### src/rtl/mem_access_unit_if.sv
// ---------------------------------------------------------------------------
// mem_access_unit_if
// Byte-wide memory bus between a requester (mem_access_unit) and the memory
// arbiter.
//
// Handshake: mem_req_o is the valid and grant_i is the ready. A byte access
// transfers at a rising edge where both are high. While mem_req_o is high and
// grant_i is low, the requester holds mem_we_o, mem_addr_o and mem_wdata_o
// stable. For a granted read, mem_rdata_i carries the byte during the cycle
// after the grant and is sampled at the end of that cycle.
//
// Signals:
//   mem_req_o    requester -> arbiter  access valid
//   mem_we_o     requester -> arbiter  1 = write
//   mem_addr_o   requester -> arbiter  byte address
//   mem_wdata_o  requester -> arbiter  write byte
//   grant_i      arbiter -> requester  access accepted this cycle
//   mem_rdata_i  arbiter -> requester  read byte, cycle after read grant
// ---------------------------------------------------------------------------
interface mem_access_unit_if #(
    parameter int ADDR_W = 32
);
    logic              mem_req_o;
    logic              mem_we_o;
    logic [ADDR_W-1:0] mem_addr_o;
    logic [7:0]        mem_wdata_o;
    logic              grant_i;
    logic [7:0]        mem_rdata_i;

    modport master (
        output mem_req_o,
        output mem_we_o,
        output mem_addr_o,
        output mem_wdata_o,
        input  grant_i,
        input  mem_rdata_i
    );

    modport slave (
        input  mem_req_o,
        input  mem_we_o,
        input  mem_addr_o,
        input  mem_wdata_o,
        output grant_i,
        output mem_rdata_i
    );
endinterface

### src/rtl/mem_access_unit.sv
// ---------------------------------------------------------------------------
// mem_access_unit
// Requester-side sequencer for the byte-wide memory bus. One MEM-stage
// load/store of byte, half or word size becomes a sequence of single-byte
// little-endian bus accesses. Read bytes are assembled and sign/zero
// extended. Completion is signalled with a one-cycle done_o pulse.
//
// Ports:
//   clk, rst      clock (rising edge), asynchronous active-high reset
//   req_i         MEM-stage request (level), sampled only while idle
//   we_i          1 = store, 0 = load
//   size_i        00 byte, 01 half, 10/11 word
//   sign_i        loads: 1 = sign-extend, 0 = zero-extend
//   addr_i        base byte address (unaligned allowed, wraps)
//   wdata_i       store data, low bytes used
//   bus           byte bus to the arbiter (master side)
//   busy_o        unit is not idle
//   done_o        one-cycle completion pulse
//   rdata_o       extended load result, held until the next load completes
//   dbg_state_o   current FSM state (0 IDLE, 1 ACCESS, 2 RLAST, 3 DONE)
// ---------------------------------------------------------------------------
module mem_access_unit #(
    parameter int ADDR_W = 32,
    parameter int DATA_W = 32
) (
    input  logic                clk,
    input  logic                rst,
    input  logic                req_i,
    input  logic                we_i,
    input  logic [1:0]          size_i,
    input  logic                sign_i,
    input  logic [ADDR_W-1:0]   addr_i,
    input  logic [DATA_W-1:0]   wdata_i,
    mem_access_unit_if.master   bus,
    output logic                busy_o,
    output logic                done_o,
    output logic [DATA_W-1:0]   rdata_o,
    output logic [1:0]          dbg_state_o
);

    typedef enum logic [1:0] {
        S_IDLE   = 2'd0,
        S_ACCESS = 2'd1,
        S_RLAST  = 2'd2,
        S_DONE   = 2'd3
    } state_t;

    state_t              state_q, state_d;
    logic [2:0]          cnt_q, cnt_d;
    logic                we_q, we_d;
    logic [1:0]          size_q, size_d;
    logic                sign_q, sign_d;
    logic [ADDR_W-1:0]   addr_q, addr_d;
    logic [DATA_W-1:0]   wdata_q, wdata_d;
    logic                pend_q, pend_d;
    logic [1:0]          pidx_q, pidx_d;
    logic [DATA_W-1:0]   buf_q, buf_d;
    logic [DATA_W-1:0]   rdata_q, rdata_d;

    logic                mem_req;
    logic                mem_we;
    logic [ADDR_W-1:0]   mem_addr;
    logic [7:0]          mem_wdata;
    logic [2:0]          last_idx;

    // Index of the final byte of the latched access.
    always_comb begin
        case (size_q)
            2'b00:   last_idx = 3'd0;
            2'b01:   last_idx = 3'd1;
            default: last_idx = 3'd3;
        endcase
    end

    always_comb begin
        state_d   = state_q;
        cnt_d     = cnt_q;
        we_d      = we_q;
        size_d    = size_q;
        sign_d    = sign_q;
        addr_d    = addr_q;
        wdata_d   = wdata_q;
        pend_d    = 1'b0;
        pidx_d    = pidx_q;
        buf_d     = buf_q;
        rdata_d   = rdata_q;
        mem_req   = 1'b0;
        mem_we    = 1'b0;
        mem_addr  = '0;
        mem_wdata = 8'h00;
        done_o    = 1'b0;

        // The byte granted last cycle is on mem_rdata_i now, whatever the
        // state; a grant at this same edge re-arms pend_d below.
        if (pend_q) begin
            buf_d[{pidx_q, 3'b000} +: 8] = bus.mem_rdata_i;
        end

        case (state_q)
            S_IDLE: begin
                if (req_i) begin
                    we_d    = we_i;
                    size_d  = size_i;
                    sign_d  = sign_i;
                    addr_d  = addr_i;
                    wdata_d = wdata_i;
                    cnt_d   = 3'd0;
                    state_d = S_ACCESS;
                end
            end
            S_ACCESS: begin
                mem_req  = 1'b1;
                mem_we   = we_q;
                mem_addr = addr_q + ADDR_W'(cnt_q);
                if (we_q) begin
                    mem_wdata = wdata_q[{cnt_q[1:0], 3'b000} +: 8];
                end
                if (bus.grant_i) begin
                    cnt_d = cnt_q + 3'd1;
                    if (!we_q) begin
                        pend_d = 1'b1;
                        pidx_d = cnt_q[1:0];
                    end
                    if (cnt_q == last_idx) begin
                        state_d = we_q ? S_DONE : S_RLAST;
                    end
                end
            end
            S_RLAST: begin
                // buf_d already contains the last byte captured at this edge.
                case (size_q)
                    2'b00:   rdata_d = {{24{sign_q & buf_d[7]}},  buf_d[7:0]};
                    2'b01:   rdata_d = {{16{sign_q & buf_d[15]}}, buf_d[15:0]};
                    default: rdata_d = buf_d;
                endcase
                state_d = S_DONE;
            end
            S_DONE: begin
                done_o  = 1'b1;
                state_d = S_IDLE;
            end
            default: state_d = S_IDLE;
        endcase
    end

    always_ff @(posedge clk or posedge rst) begin
        if (rst) begin
            state_q <= S_IDLE;
            cnt_q   <= 3'd0;
            we_q    <= 1'b0;
            size_q  <= 2'b00;
            sign_q  <= 1'b0;
            addr_q  <= '0;
            wdata_q <= '0;
            pend_q  <= 1'b0;
            pidx_q  <= 2'd0;
            buf_q   <= '0;
            rdata_q <= '0;
        end else begin
            state_q <= state_d;
            cnt_q   <= cnt_d;
            we_q    <= we_d;
            size_q  <= size_d;
            sign_q  <= sign_d;
            addr_q  <= addr_d;
            wdata_q <= wdata_d;
            pend_q  <= pend_d;
            pidx_q  <= pidx_d;
            buf_q   <= buf_d;
            rdata_q <= rdata_d;
        end
    end

    assign bus.mem_req_o   = mem_req;
    assign bus.mem_we_o    = mem_we;
    assign bus.mem_addr_o  = mem_addr;
    assign bus.mem_wdata_o = mem_wdata;
    assign busy_o          = (state_q != S_IDLE);
    assign rdata_o         = rdata_q;
    assign dbg_state_o     = state_q;

endmodule

### src/flat_wrapper.sv
// flat-port wrapper written by rule: the top's interface ports become plain ports
module mem_access_unit_flat 
#(
    parameter int ADDR_W = 32,
    parameter int DATA_W = 32
)
  (clk, rst, req_i, we_i, size_i, sign_i, addr_i, wdata_i, busy_o, done_o, rdata_o, dbg_state_o, bus_mem_req_o, bus_mem_we_o, bus_mem_addr_o, bus_mem_wdata_o, bus_grant_i, bus_mem_rdata_i);
  mem_access_unit_if #(.ADDR_W(ADDR_W)) bus_i ();
  input  logic clk;
  input  logic rst;
  input  logic req_i;
  input  logic we_i;
  input  logic [1:0] size_i;
  input  logic sign_i;
  input  logic [ADDR_W-1:0] addr_i;
  input  logic [DATA_W-1:0] wdata_i;
  output logic busy_o;
  output logic done_o;
  output logic [DATA_W-1:0] rdata_o;
  output logic [1:0] dbg_state_o;
  output wire logic [$bits(bus_i.mem_req_o)-1:0] bus_mem_req_o;
  output wire logic [$bits(bus_i.mem_we_o)-1:0] bus_mem_we_o;
  output wire logic [$bits(bus_i.mem_addr_o)-1:0] bus_mem_addr_o;
  output wire logic [$bits(bus_i.mem_wdata_o)-1:0] bus_mem_wdata_o;
  input wire logic [$bits(bus_i.grant_i)-1:0] bus_grant_i;
  input wire logic [$bits(bus_i.mem_rdata_i)-1:0] bus_mem_rdata_i;
  assign bus_mem_req_o = bus_i.mem_req_o;
  assign bus_mem_we_o = bus_i.mem_we_o;
  assign bus_mem_addr_o = bus_i.mem_addr_o;
  assign bus_mem_wdata_o = bus_i.mem_wdata_o;
  assign bus_i.grant_i = bus_grant_i;
  assign bus_i.mem_rdata_i = bus_mem_rdata_i;
  mem_access_unit #(.ADDR_W(ADDR_W), .DATA_W(DATA_W)) u_core (.clk(clk), .rst(rst), .req_i(req_i), .we_i(we_i), .size_i(size_i), .sign_i(sign_i), .addr_i(addr_i), .wdata_i(wdata_i), .bus(bus_i), .busy_o(busy_o), .done_o(done_o), .rdata_o(rdata_o), .dbg_state_o(dbg_state_o));
endmodule
### config.mk
export PLATFORM = sky130hd
export DESIGN_NAME = mem_access_unit_flat
export DESIGN_NICKNAME = d
export VERILOG_FILES = /design/src/rtl/mem_access_unit_if.sv /design/src/rtl/mem_access_unit.sv /design/src/flat_wrapper.sv
export SDC_FILE = /design/constraint.sdc
export NUM_CORES = 1
export LEC_CHECK = 0
export BUFFER_PORTS_ARGS = -buffer_cell sky130_fd_sc_hd__buf_4
export CAP_MARGIN = 40
export CORE_MARGIN = 4
export CORE_UTILIZATION = 40
export CTS_BUF_LIST = sky130_fd_sc_hd__clkbuf_8
export DETAILED_ROUTE_END_ITERATION = 10
export SETUP_SLACK_MARGIN = 0.15
export SYNTH_ARGS = -nofsm -noshare
export SYNTH_HDL_FRONTEND = slang
export SYNTH_SLANG_ARGS = --single-unit
### constraint.sdc
create_clock -name clk -period 5.1 [get_ports clk]
set_clock_uncertainty 0.15 [all_clocks]
set_input_delay 1.275 -clock clk [delete_from_list [all_inputs] [get_ports clk]]
set_output_delay 1.275 -clock clk [all_outputs]
set_load 0.005 [all_outputs]
==> flow_summary.yaml, run 1 <==
outcome:
  outcome: "finished clean"
grt:
  grt_pass1_vias: 5326
  grt_pass1_wl_mm: 27.6
  track_usage_pct: 17.6
  overflow: 0
  antenna_found_initial: 0
  grt_max_degree: 101
run:
  drv_cap: 0
die:
  fp-row-count: 47
  initial_utilization_pct: 40.9
  die_y_um: 138
  die_area_um2: 19100
  pin_count: 158
  die_w_um: 138
  core_area_um2: 16600
sta:
  hold_ws_ps: 327
  tightest_slew_ps: 960
  max-slew-margin-rel_pct: 35.9
  drv_slew: 0
  finalCritPeriodShare_pct: 88.5
  finalSetupTns_ps: 0
  min_period_ps: 4510
  setup_ws_ps: 588
  rsz0062_at_grt: "false"
  max_freq_mhz: 222
  final_hold_viol_count: 0
  setup_viol: 0
yosys:
  ys_types: 53
  synthMuxAreaShare_pct: 15.6
  synth-simple-area-share_pct: 13.2
  synth_edf_count: 0
  netlist_area_um2: 6780
  synth-seq-cells: 140
  async_flop_share_pct: 100
  syn_avg_cell_area_um2: 11.5
  ys_warn_count: 0
  syn_nets: 682
  synthFlopType: "dfrtp_1"
  yosys-top-cells-area: "dfrtp_1, mux2_2, a21oi_1"
  synth_compound_area_share_pct: 12.3
  yosys.area.top_type: "dfrtp_1"
  ys_seq_area_share_pct: 51.7
  yosys.area_share.adder_pct: 2.70
  synth_top_area_share_pct: 51.7
  synth_top_family_by_area: "multiplexers"
  synthXorXnorAreaFrac_pct: 1.55
  synth_cells: 588
place:
  routabilityCongestion: 0.842
  io_buffers: 157
  dp_slack_ps: 1060
  dp_hpwl_mm: 12.1
clock_tree:
  cts_tree: "built"
  h-tree-depth: 4
  holdBufCountCts: 0
  cts_root_buffer: "clkbuf_8"
  clk_path_buf_depth: 2
  postCtsResizedCells: 0
  clk_pin_slew_ps: 80
  cts_made_buffers: 17
  clk_latency_ps: 440
  cts_setup_buffers: 0
  cts.sinks: 140
worst_setup_path:
  cp_max_fo: 19
  worstSetupStartpointType: "flip-flop"
  cp.arrival_ps: 3090
  reg2reg_setup_slack_ps: 2540
  crit_path_end_kind: "output port"
  worst_ep_required_time_ps: 3670
  crit_type: "flip-flop to output port"
power:
  power_density_nw_per_um2: 564
  ir_drop_mv: 0.253
  power_mw: 4.89
  p_leak_nw: 3.93
worst_hold_path:
  hold_class: "flip-flop to flip-flop"
finish:
  syn_to_final_growth_pct: 27.9
  multi_input_area_um2: 3080
  insertedDiodeCount: 0
  fillCellCount: 1508
  finalNetCount: 835
  layout_commonest_cell: "buf_4"
  regArea_um2: 3500
  final_cell_mix: "buf_4, dfrtp_1, mux2_2, a21oi_1, nor2_1"
  drive_above_1_share_pct: 39.2
drt:
  post-route-drc-count: 0
  wl_per_cell_um: 17.2
  vias_per_cell: 5.31
  routed_wl_mm: 16.7
  postRouteAntennaNets: 0
  vias: 5164
  first_pass_iters: 4
  drtIter0Drc: 254
## logic make-up after synthesis
group | Yosys count
XOR/XNOR | 12
AND/OR/NAND/NOR | 167
AO/OA/AOI/OAI | 119
adder cells (fa/ha/maj) | 14
buffers and inverters | 50
multiplexers | 86
flip-flops | 140
## synthesized netlist by cell type, types with 2 or more instances
cell type / n
xnor2_1: 10
nand2_1: 37
a32o_1: 14
and3b_1: 2
nor3_1: 3
or3_2: 3
a211oi_1: 3
xor2_1: 2
a32oi_1: 6
buf_1: 7
a22o_1: 11
nor2_1: 38
and3_2: 2
nand2b_1: 3
or4_1: 10
o22a_1: 8
mux2_2: 78
nand4_2: 2
dfrtp_1: 140
o31ai_1: 10
o211ai_1: 2
nor4bb_1: 2
or3_1: 7
o21ai_0: 11
and2_1: 21
a21oi_1: 44
and3_1: 5
buf_2: 2
mux4_2: 8
inv_1: 16
a21o_1: 2
ha_1: 13
clkbuf_1: 23
nor2b_1: 3
and4_1: 2
nand4_1: 9
nand3_1: 13
## critical path, cell delays in order, from the launching register on
cell and delay [ps]:
dfrtp_1 430, ha_1 390, a21oi_1 170, a2111o_1 670
or4b_2 680, a21oi_1 180, buf_4 130
## routing by layer
| metal | GRT usage [%] | up-vias | wire (um) |
|---|---|---|---|
| li1 | - | 2464 | - |
| met1 | 23.7 | 2555 | 7610 |
| met2 | 28.1 | 134 | 7980 |
| met3 | 4.97 | 11 | 965 |
| met4 | 4.84 | 0 | 153 |
| met5 | 0 | - | 0 |
## power by group
group	switching [mW]	internal [mW]
registers	0.375	1.57
logic	0.894	1.11
clock network	0.432	0.512
## layout make-up
cell class | instances | share of cell area (%)
Multi-Input combinational cell | 398 | 35.5
Inverter | 17 | 0.779
Sequential cell | 140 | 40.4
Timing Repair Buffer | 167 | 15.3
Clock buffer | 19 | 3.02
Tap cell | 220 | 3.18
Clock inverter | 12 | 1.86
## state kept, by name, indices dropped and copies added, names as in the netlist, 2 cells and up
| name | count |
|---|---|
| u_core.addr_q | 32 |
| u_core.buf_q | 32 |
| u_core.cnt_q | 3 |
| u_core.dbg_state_o | 2 |
| u_core.pidx_q | 2 |
| u_core.rdata_o | 32 |
| u_core.size_q | 2 |
| u_core.wdata_q | 32 |
## final timing paths
| check | depth (start not counted) | to | start |
|---|---|---|---|
| max | 6 | bus_mem_addr_o[21] | u_core.cnt_q[2] |
| min | 2 | u_core.buf_q[13] | u_core.buf_q[13] |
| max reg2reg | 6 | u_core.rdata_o[28] | u_core.pidx_q[0] |
| min reg2reg | 2 | u_core.buf_q[13] | u_core.buf_q[13] |
| max in group asynchronous | 4 | u_core.rdata_o[13] | rst |
| min in group asynchronous | 2 | u_core.wdata_q[29] | rst |
## through the flow
stage | instances | cell area (um^2) | util, %
after global routing | 973 | 8670 | 52.3
after global placement | 937 | 8150 | 49.2
after floorplan | 588 | 6780 | -
after detailed placement | 942 | 8250 | 49.7
after CTS | 973 | 8670 | 52.3
final | 973 | 8670 | 52.3
(Power assumes the default switching activity.)
==> run 2: changes to the inputs <==
--- a/config.mk
+++ b/config.mk
@@ -11,6 +11,8 @@
 export CORE_UTILIZATION = 40
 export CTS_BUF_LIST = sky130_fd_sc_hd__clkbuf_8
 export DETAILED_ROUTE_END_ITERATION = 10
+export GPL_TIMING_DRIVEN = 0
+export PLACE_DENSITY = 0.69
 export SETUP_SLACK_MARGIN = 0.15
 export SYNTH_ARGS = -nofsm -noshare
 export SYNTH_HDL_FRONTEND = slang
==> flow_summary.yaml, run 2 (synthesis gave the netlist of run 1 again) <==
outcome:
  outcome: "finished clean"
clock_tree:
  cts_made_buffers: 17
  h-tree-depth: 4
  cts_root_buffer: "clkbuf_8"
  postCtsResizedCells: 0
  cts.sinks: 140
  clk_latency_ps: 440
  cts_tree: "built"
  cts_setup_buffers: 0
  clk_path_buf_depth: 2
  holdBufCountCts: 0
  clk_pin_slew_ps: 70
die:
  fp-row-count: 47
  die_area_um2: 19100
  die_w_um: 138
  pin_count: 158
  die_y_um: 138
  initial_utilization_pct: 40.9
  core_area_um2: 16600
drt:
  post-route-drc-count: 0
  routed_wl_mm: 17.7
  vias: 5425
  first_pass_iters: 5
  wl_per_cell_um: 17.7
  vias_per_cell: 5.43
  drtIter0Drc: 219
  postRouteAntennaNets: 0
sta:
  drv_slew: 0
  setup_viol: 0
  max-slew-margin-rel_pct: 36.2
  finalSetupTns_ps: 0
  rsz0062_at_grt: "false"
  max_freq_mhz: 219
  min_period_ps: 4560
  finalCritPeriodShare_pct: 89.4
  final_hold_viol_count: 0
  tightest_slew_ps: 955
finish:
  syn_to_final_growth_pct: 28.7
  insertedDiodeCount: 0
  regArea_um2: 3500
  multi_input_area_um2: 3080
  layout_commonest_cell: "buf_4"
  finalNetCount: 862
  final_cell_mix: "buf_4, dfrtp_1, mux2_2, a21oi_1, nor2_1"
  fillCellCount: 1500
  drive_above_1_share_pct: 36.7
grt:
  grt_max_degree: 37
  grt_pass1_vias: 5500
  overflow: 0
  track_usage_pct: 18.4
  grt_pass1_wl_mm: 28.7
  antenna_found_initial: 0
worst_hold_path:
  hold_class: "flip-flop to flip-flop"
  hold_path_depth: 2
  hp-start: "u_core.buf_q[11]"
worst_setup_path:
  cp.arrival_ps: 3130
  reg2reg_depth: 8
  reg2reg_setup_slack_ps: 2050
  cp_max_fo: 10
  worstSetupStartpointType: "flip-flop"
  cp-startpoint: "u_core.cnt_q[2]"
  crit_path_end_kind: "output port"
  worst_ep_required_time_ps: 3670
  rr_startpoint: "u_core.pidx_q[0]"
  crit_type: "flip-flop to output port"
power:
  p_leak_nw: 3.96
  power_mw: 4.89
  ir_drop_mv: 0.233
  power_density_nw_per_um2: 560
run:
  drv_cap: 0
place:
  dp_hpwl_mm: 13.2
  io_buffers: 157
  routabilityCongestion: 0.839
-- run 2: changes by cell type in the layout (fill, tap and decap cells not counted), sizes merged --
cell | before | now
clkinvlp | 4 | 3
clkbuf | 19 | 43
clkdlybuf4s15 | 1 | 0
buf | 166 | 171
inv | 18 | 20
clkinv | 4 | 2
-- run 2: power breakdown --
part	internal [mW]	switching (mW)	leakage [nW]	total (mW)
sequential	1.57	0.369	1.74	1.94
combinational	1.09	0.941	2.00	2.03
clock	0.511	0.408	0.217	0.918
-- run 2: final timing paths --
kind / to
max: bus_mem_addr_o[21]
max reg2reg: u_core.rdata_o[21]
min: u_core.buf_q[11]
min reg2reg: u_core.buf_q[11]
max in group asynchronous: u_core.addr_q[29]
min in group asynchronous: u_core.wdata_q[29]
-- run 2: metal layers --
layer,vias to the layer above,GRT usage (%),wire (um)
met2,203,30.1,8700
li1,2510,-,-
met1,2690,24.1,7600
met3,22,5.15,1140
met5,-,0,0
met4,0,5.51,240
-- run 2: cell type report --
type / count / area share [%]
Sequential cell: 140 / 40.2
Multi-Input combinational cell: 398 / 35.3
Timing Repair Buffer: 161 / 14.4
Clock buffer: 20 / 3.16
Tap cell: 220 / 3.16
Buffer: 33 / 1.54
Clock inverter: 11 / 1.48
Inverter: 17 / 0.775
-- run 2: worst max-delay path, cell delays in order, from the launching register on --
cell and delay (ps):
dfrtp_1 450, ha_1 380, a21oi_1 440, a2111o_1 420, clkbuf_1 450, o21ai_0 170
a21oi_1 220, buf_4 150
-- run 2: through the flow --
| stage | instance area, um^2 | cells | hold WS [ps] | util (%) | setup slack [ps] |
|---|---|---|---|---|---|
| 6_report | 8720 | 1000 | 317 | 52.6 | 541 |
| 5_1_grt | 8720 | 1000 | 335 | 52.6 | 326 |
| 4_1_cts | 8720 | 1000 | 321 | 52.6 | 545 |
| 3_5_place_dp | 8310 | 969 | 304 | 50.1 | 1060 |
| 3_3_place_gp | 8230 | 965 | 298 | 49.7 | 1090 |
| 2_1_floorplan | 6780 | 588 | 283 | - | 1490 |
